**src/rtl/cpu_pkg.sv**
```systemverilog
`default_nettype none
// ============================================================================
// Package  : cpu_pkg
// Summary  : Shared types and constants for the pipelined MIPS core control
//            path (scoreboard entry layout, forwarding select encoding).
// Revision : 1.0 - initial release
// ============================================================================
package cpu_pkg;

    // Architectural register address width (32 GPRs).
    localparam int REG_AW = 5;

    // Forwarding select value meaning "use the operand read from the
    // register file and carried in the ID/EX register".
    localparam int FWD_REGFILE = 0;

    // One in-flight instruction as seen by the hazard logic.
    typedef struct packed {
        logic              valid;
        logic [REG_AW-1:0] rd;
        logic              regwrite;
        logic              memread;
    } sb_entry_t;

endpackage : cpu_pkg
`default_nettype wire

```
**src/rtl/hazard_match.sv**
```systemverilog
`default_nettype none
// ============================================================================
// Module   : hazard_match
// Summary  : Compares one operand source (in its EX and ID incarnations)
//            against a single scoreboard entry. Produces a forwarding hit for
//            the EX operand and a load-use hit for the ID operand, both
//            qualified by the entry's stage position relative to LOAD_RDY.
// Revision : 1.0 - initial release
// ============================================================================
module hazard_match
    import cpu_pkg::*;
#(
    parameter int STAGE    = 0,
    parameter int LOAD_RDY = 2
) (
    input  logic [REG_AW-1:0] i_ex_addr,
    input  logic              i_ex_use,
    input  logic [REG_AW-1:0] i_id_addr,
    input  logic              i_id_use,
    input  sb_entry_t         i_entry,
    output logic              o_fwd_hit,
    output logic              o_load_hit
);

    // Stage 0 holds the EX instruction itself, so it can never feed EX.
    localparam bit c_can_fwd    = (STAGE != 0);
    // Load data exists from LOAD_RDY onwards.
    localparam bit c_load_fwd   = (STAGE >= LOAD_RDY);
    // A load here would still be too young once the ID instruction enters EX.
    localparam bit c_load_early = ((STAGE + 1) < LOAD_RDY);

    logic w_live;
    logic w_ex_eq;
    logic w_id_eq;

    // Only a valid register-writing entry with a non-zero destination can
    // produce a value anybody depends on ($0 is hardwired).
    assign w_live  = i_entry.valid & i_entry.regwrite & (i_entry.rd != '0);
    assign w_ex_eq = i_ex_use & (i_entry.rd == i_ex_addr);
    assign w_id_eq = i_id_use & (i_entry.rd == i_id_addr);

    assign o_fwd_hit  = c_can_fwd & w_live & w_ex_eq
                      & (~i_entry.memread | c_load_fwd);
    assign o_load_hit = c_load_early & w_live & w_id_eq & i_entry.memread;

endmodule : hazard_match
`default_nettype wire

```
**src/rtl/hazard_fwd_ctrl.sv**
```systemverilog
`default_nettype none
// ============================================================================
// Module   : hazard_fwd_ctrl
// Summary  : Parametrised hazard / forwarding controller. Tracks the
//            destination of every instruction in the NSTAGE stages after ID
//            (stage 0 = EX ... NSTAGE-1 = WB), selects forwarding sources for
//            the EX operands and generates load-use stall, bubble and flush
//            controls for PC, IF/ID and ID/EX.
// Revision : 1.0 - initial release
// ============================================================================
module hazard_fwd_ctrl #(
    // Must equal cpu_pkg::REG_AW: scoreboard entries use the package struct.
    parameter int REG_AW   = cpu_pkg::REG_AW,
    parameter int NSTAGE   = 3,
    parameter int LOAD_RDY = 2,
    parameter int CNT_W    = 32
) (
    input  logic                      clk_i,
    input  logic                      rst_i,
    input  logic                      id_valid_i,
    input  logic [REG_AW-1:0]         id_rs_i,
    input  logic [REG_AW-1:0]         id_rt_i,
    input  logic                      id_use_rs_i,
    input  logic                      id_use_rt_i,
    input  logic [REG_AW-1:0]         id_rd_i,
    input  logic                      id_regwrite_i,
    input  logic                      id_memread_i,
    input  logic                      flush_i,
    input  logic                      ex_stall_i,
    output logic                      pcwrite_o,
    output logic                      ifid_write_o,
    output logic                      ifid_flush_o,
    output logic                      idex_bubble_o,
    output logic [$clog2(NSTAGE)-1:0] fwd_rs_o,
    output logic [$clog2(NSTAGE)-1:0] fwd_rt_o,
    output logic [CNT_W-1:0]          stall_cnt_o
);
    import cpu_pkg::*;

    localparam int c_fwd_w = $clog2(NSTAGE);

    // ------------------------------------------------------------------
    // State
    // ------------------------------------------------------------------
    sb_entry_t         r_sb [NSTAGE];
    logic [REG_AW-1:0] r_ex_rs;
    logic [REG_AW-1:0] r_ex_rt;
    logic              r_ex_use_rs;
    logic              r_ex_use_rt;
    logic [CNT_W-1:0]  r_stall_cnt;

    // ------------------------------------------------------------------
    // Combinational
    // ------------------------------------------------------------------
    logic [NSTAGE-1:0]  w_fwd_hit_rs;
    logic [NSTAGE-1:0]  w_fwd_hit_rt;
    logic [NSTAGE-1:0]  w_load_hit_rs;
    logic [NSTAGE-1:0]  w_load_hit_rt;
    logic               w_load_use;
    logic               w_advance;
    logic               w_do_flush;
    logic               w_do_stall;
    sb_entry_t          w_issue;
    logic               w_issue_use_rs;
    logic               w_issue_use_rt;
    logic [c_fwd_w-1:0] w_fwd_rs;
    logic [c_fwd_w-1:0] w_fwd_rt;

    // One comparator pair per stage: RS and RT each checked against the
    // entry for both forwarding (EX operand) and load-use (ID operand).
    generate
        for (genvar k = 0; k < NSTAGE; k++) begin : g_match
            hazard_match #(
                .STAGE    (k),
                .LOAD_RDY (LOAD_RDY)
            ) u_rs (
                .i_ex_addr  (r_ex_rs),
                .i_ex_use   (r_ex_use_rs),
                .i_id_addr  (id_rs_i),
                .i_id_use   (id_use_rs_i),
                .i_entry    (r_sb[k]),
                .o_fwd_hit  (w_fwd_hit_rs[k]),
                .o_load_hit (w_load_hit_rs[k])
            );

            hazard_match #(
                .STAGE    (k),
                .LOAD_RDY (LOAD_RDY)
            ) u_rt (
                .i_ex_addr  (r_ex_rt),
                .i_ex_use   (r_ex_use_rt),
                .i_id_addr  (id_rt_i),
                .i_id_use   (id_use_rt_i),
                .i_entry    (r_sb[k]),
                .o_fwd_hit  (w_fwd_hit_rt[k]),
                .o_load_hit (w_load_hit_rt[k])
            );
        end
    endgenerate

    // Pipeline control: back-pressure beats flush, flush beats load-use.
    always_comb begin
        w_load_use    = id_valid_i & ((|w_load_hit_rs) | (|w_load_hit_rt));
        w_advance     = ~ex_stall_i;
        w_do_flush    = w_advance & flush_i;
        w_do_stall    = w_advance & ~flush_i & w_load_use;

        pcwrite_o     = w_advance & ~w_do_stall;
        ifid_write_o  = w_advance & ~w_do_stall;
        ifid_flush_o  = w_do_flush;
        idex_bubble_o = w_do_stall;
    end

    // Entry entering EX: a bubble on flush or load-use, else the ID fields.
    always_comb begin
        w_issue          = '0;
        w_issue_use_rs   = 1'b0;
        w_issue_use_rt   = 1'b0;
        if (!(w_do_flush || w_do_stall)) begin
            w_issue.valid    = id_valid_i;
            w_issue.rd       = id_rd_i;
            w_issue.regwrite = id_regwrite_i;
            w_issue.memread  = id_memread_i;
            w_issue_use_rs   = id_valid_i & id_use_rs_i;
            w_issue_use_rt   = id_valid_i & id_use_rt_i;
        end
    end

    // Scoreboard shift, EX source capture and stall counter.
    always_ff @(posedge clk_i) begin
        if (rst_i) begin
            for (int k = 0; k < NSTAGE; k++) begin
                r_sb[k] <= '0;
            end
            r_ex_rs     <= '0;
            r_ex_rt     <= '0;
            r_ex_use_rs <= 1'b0;
            r_ex_use_rt <= 1'b0;
            r_stall_cnt <= '0;
        end else if (w_advance) begin
            r_sb[0] <= w_issue;
            for (int k = 1; k < NSTAGE; k++) begin
                r_sb[k] <= r_sb[k-1];
            end
            r_ex_rs     <= id_rs_i;
            r_ex_rt     <= id_rt_i;
            r_ex_use_rs <= w_issue_use_rs;
            r_ex_use_rt <= w_issue_use_rt;
            if (w_do_stall) begin
                r_stall_cnt <= r_stall_cnt + CNT_W'(1);
            end
        end
    end

    // Youngest producer wins: scan oldest to youngest so the last hit sticks.
    always_comb begin
        w_fwd_rs = c_fwd_w'(FWD_REGFILE);
        w_fwd_rt = c_fwd_w'(FWD_REGFILE);
        for (int k = NSTAGE - 1; k >= 0; k--) begin
            if (w_fwd_hit_rs[k]) begin
                w_fwd_rs = c_fwd_w'(k);
            end
            if (w_fwd_hit_rt[k]) begin
                w_fwd_rt = c_fwd_w'(k);
            end
        end
    end

    assign fwd_rs_o    = w_fwd_rs;
    assign fwd_rt_o    = w_fwd_rt;
    assign stall_cnt_o = r_stall_cnt;

endmodule : hazard_fwd_ctrl
`default_nettype wire
```
**config.mk**
```make
export PLATFORM = sky130hd
export DESIGN_NAME = hazard_fwd_ctrl
export DESIGN_NICKNAME = d
export VERILOG_FILES = /design/src/rtl/cpu_pkg.sv /design/src/rtl/hazard_match.sv /design/src/rtl/hazard_fwd_ctrl.sv
export SDC_FILE = /design/constraint.sdc
export NUM_CORES = 1
export LEC_CHECK = 0
export ABC_AREA = 1
export BUFFER_PORTS_ARGS = -buffer_cell sky130_fd_sc_hd__buf_4
export CAP_MARGIN = 15
export CORE_MARGIN = 8
export CORE_UTILIZATION = 30
export CTS_CLUSTER_SIZE = 8
export DETAILED_ROUTE_END_ITERATION = 7
export HOLD_SLACK_MARGIN = 0.12
export PLACE_DENSITY_LB_ADDON = 0.12
export SYNTH_ARGS = -nofsm -noshare
export SYNTH_HDL_FRONTEND = slang
export SYNTH_SLANG_ARGS = --single-unit
```
**constraint.sdc**
```tcl
create_clock -name clk_i -period 2.75 [get_ports clk_i]
set_clock_uncertainty 0.2 [all_clocks]
set_input_delay 0.55 -clock clk_i [delete_from_list [all_inputs] [get_ports clk_i]]
set_output_delay 0.55 -clock clk_i [all_outputs]
set_load 0.01 [all_outputs]
```
* Word level (Yosys, flattened, before mapping) *
Memory sizes are Yosys's and may differ from the RTL's.
Cells that the tools add are included.

operators by class
  equality and inequality tests = 6
  reductions and logical operators = 5
  add/subtract/negate cells = 1
  muxes and demuxes = 15
  div/mod/pow operators = 0
  $mul = 0
  shift-type cells = 0
  $lt $le $gt $ge = 0
  bitwise logic cells = 37

operators by type and width
  kind                     count
  $add A32 B1 Y32 const B  1
  $mux W8                  4
  $eq A5 B5 Y1             6
  $and A1 B1 Y1            29
  $reduce_bool A5 Y1       3
  $mux W2                  4
  $mux W1                  7
  $not A1 Y1               4
  $or A1 B1 Y1             4
  $reduce_and A2 Y1        1
  $logic_or A1 B1 Y1       1

storage, ports and cells
  input bits = 24
  flip-flop bits (word level) = 44
  bits in read-only memories = 0
  memory bits (writable) = 24
  latch bits = 0
  memories kept = 1

memories
  name  depth  width  read ports  clocked after Yosys merged registers in  write ports  line                   source
  r_sb  3      8      3           0                                        3            hazard_fwd_ctrl.sv:45  sb_entry_t r_sb [NSTAGE];

* Longest topological paths before layout *
An unclocked memory read counts as a cell.

  depth in word-level cells = 11
  gate-level depth with buffers = 11
  mapped depth without buffers = 10

* Cells and area by module *
From an unflattened synthesis, not the netlist that was laid out.

unflattened totals
  cells, all modules = 627
  area total of the unflattened synthesis = 4146.5 sq um

by module, submodules not included
  module                               area an instance (sq um)  cells an instance  times used  sequential area each (sq um)
  hazard_fwd_ctrl                      3308.2                    419                1           1601.5
  hazard_match at g_match[0].u_rs ...  145.1                     36                 4           0.0
  hazard_match at g_match[2].u_rs ...  128.9                     32                 2           0.0

* Worst setup path after synthesis *
Ideal clock, no wire load.

  path kind = input to register
  from = in rst_i
  to = mem r_sb[0][0] (netlist name) (enable)
  library setup time = 474 ps
  slack = 501 ps
  arrival = 1575 ps
  stages on the path = 3
  path through = buf_2 > nor2_1 > clkinv_1

RTL lines
  item                line                   source
  start: declaration  hazard_fwd_ctrl.sv:19  input logic rst_i,
  end: declaration    hazard_fwd_ctrl.sv:45

==> flow_summary_export.csv <==
group,metric,value,unit
global_routing,antenna_found_initial,0,
placed_design,place_congestion,0.820,
die,io_pins,64,
setup_path,slowest_delay,0.48,ns
setup_path,crit_fanout,5,
setup_path,crit_path_start_kind,"flip-flop",
setup_path,cp_top_family,"simple AND/OR/NAND/NOR gates",
sta,fin_setup_tns,0,ns
synth,synth-main-ff-cell,"dfxtp_1",
global_routing,grt_overflow,0,
synth,synth_edf_count,23,
global_routing,grt_pass1_vias,3673,
synth,yosys.area.top_type_share,21.9,%
job,maxCapViolCount,0,
global_routing,globalRouteTotalUtil,13.3,%
die,die_x,132,um
placed_design,post-place-ws,0.377,ns
routing,wire_per_inst,13.6,um
finish,finalNonFillerCells,842,
routing,drtIter0Drc,253,
finish,drive_gt1_share,16.8,%
synth,synth_nets,620,
cts,cts_root_buffer,"clkbuf_16",
finish,fillers,1462,
die,start_util,30.6,%
synth,ys_ff_latch,67,
global_routing,grt_first_pass_wirelength,18.9,mm
worst_hold_path,hp-class,"in -> reg",
cts,numClockSinks,67,
sta,hold_viol,0,
die,core-area,13100,um2
routing,vias_per_cell,4.56,
synth,postSynthAreaPerCell,6.75,um2
sta,rsz0062_at_grt,"no",
status,status,"complete, no violations",
power_and_ir_drop,p_leak,2.00,nW
power_and_ir_drop,fin_total_pwr,0.00244,W
synth,synth_top_area_cell,"dfxtp_1",
sta,min_period_over_period,91.5,%
routing,finalWirelength,11.5,mm
setup_path,crit_chain,"nand2_1 -> nand2_1 -> nor2_1 -> nand3_2 -> a21oi_2 -> nor2_1 -> buf_4",
setup_path,critPathArrivalTime,1.77,ns
cts,insertion_delay,0.33,ns
synth,async_flop_share,0,%
setup_path,slowest_stage,"edfxtp_1",
power_and_ir_drop,ir_drop,0.212,mV
finish,final_core_util,37.5,%
routing,drc_errors,0,
cts,path_clk_slew,0.06,ns
sta,tightest_slew,0.412,ns
cts,cts_htree_levels,3,
sta,setup_viol,0,
power_and_ir_drop,power.density,494,nW/um2
sta,slew_violations,0,
sta,layout_min_cycle_time,2.52,ns
placed_design,dp_hpwl,8.91,mm
placed_design,port_buffers,63,
cts,clock_path_buffers,2,
setup_path,critPathKind,"reg -> out",
setup_path,critPathRequiredTime,2.00,ns
setup_path,cp-end-kind,"primary output",
cts,cts_tree,"built",
finish,area_growth,22.6,%
synth,syn_inst,595,
finish,nets,686,
sta,slew_headroom,72.4,%
die,die_y,132,um
sta,setup_slack,0.235,ns
routing,vias,3837,
synth,synth_area_leaders,"dfxtp_1 22%, edfxtp_1 17%, nand2_1 17%, nor2_1 8.2%, inv_1 7.2%",
routing,ant_nets,0,
synth,syn-cell-area,4020,um2
cts,cts_setup_buffers,0,
synth,synthDistinctLibCells,33,
global_routing,grt_start_max_net_pins,28,
cts,numCtsBuffers,9,
die,die-area,17400,um2
placed_design,dp.cells,826,
synth,synth_warnings,0,
finish,antenna_cells,0,
setup_path,cp_num_buf_inv,1,
synth,ys_seq_area_share,39.1,%
die,placementRows,42,
sta,clock.fmax,0.398,GHz
routing,first_pass_iters,4,
## worst min-delay path: stages
cell and delay [ns]:
buf_4 0.09, nand4_1 0.08, nand2_1 0.06
## per-layer routing
layer,track usage [%],share of wire [%],up-vias,routed length (um)
met3,2.78,3.7,8,424
li1,-,-,2014,-
met5,0,0,-,0
met4,4.34,1.0,0,115
met2,20.0,44,74,5060
met1,18.5,51,1741,5850
## stage by stage
step	area (um2)	hold WS [ns]
after global routing	4930	0.280
after detailed placement	4630	0.290
final	4930	0.276
after floorplan	4020	0.240
after CTS	4930	0.267
after global placement	4630	0.288
## flip-flops by register name (all words and copies together), names as in the netlist
signal	flops
stall_cnt_o	32
r_sb	23
r_ex_rs	5
r_ex_rt	5
r_ex_use_rs	1
r_ex_use_rt	1
## path summary, 6_finish.rpt
path / startpoint / end / slack (ns) / cells after the start
min: id_use_rs_i / r_ex_use_rs$_SDFFE_PP0N_ / 0.28 / 3
min reg2reg: r_ex_use_rs$_SDFFE_PP0N_ / r_ex_use_rs$_SDFFE_PP0N_ / 0.29 / 2
max reg2reg: r_sb[0][3]$_SDFFCE_PP0P_ / stall_cnt_o[26]$_SDFFE_PP0P_ / 0.73 / 10
max: r_sb[0][2]$_SDFFCE_PP0P_ / ifid_write_o / 0.23 / 7
## synth_stat cells (all sizes together) (7+ instances only)
master  count
nand2     185
nor2       98
inv        83
dfxtp      44
nand3      34
a21oi      29
edfxtp     23
buf        15
o21ai      14
o22ai      14
nor3       13
nand4      11
nand3b      9
xnor2       8
xor2        7
## layout make-up
cell class,instances,area (um2),area share [%]
multi-input cells,426,1980,40.1
inverters,85,319,6.48
repair buffers,72,541,11.0
clock inverters,7,75.1,1.52
flip-flops and latches,67,1570,31.9
clock buffers,9,225,4.57
well taps,176,220,4.47
## power by group
| part | internal [W] | switching (W) |
|---|---|---|
| combinational | 0.0000720 | 0.000106 |
| sequential | 0.00106 | 0.0000300 |
| clock | 0.000706 | 0.000464 |
| total | 0.00184 | 0.000600 |
## logic make-up (layout without fill, tap and decap cells)
group           after synthesis  in the layout  share of synthesized area [%]
simple gates                350            350                           37.4
buf+inv                     102            173                           11.7
flops                        67             67                           39.1
compound gates               60             60                           8.22
xor+xnor                     15             15                           3.27
fa+ha+maj                     1              1                          0.311
## what timing repair did
item / in CTS / in global routing
hold endpoints to repair: 0 / 0
setup endpoints to repair: 0 / 1
hold buffers: 0 / 0
gates resized for setup: 0 / 1
## cell usage in the layout (no fill, tap or decap), drive strengths merged, types with 2 or more instances in the layout
master	instances
a21oi	29
buf	72
nor2	98
edfxtp	23
clkinvlp	2
clkinv	4
nor3	13
nand3b	9
dfxtp	44
o21ai	14
nand2	185
xor2	7
inv	85
nand3	34
xnor2	8
o22ai	14
clkbuf	9
nand4	11
(Power assumes the default switching activity.)
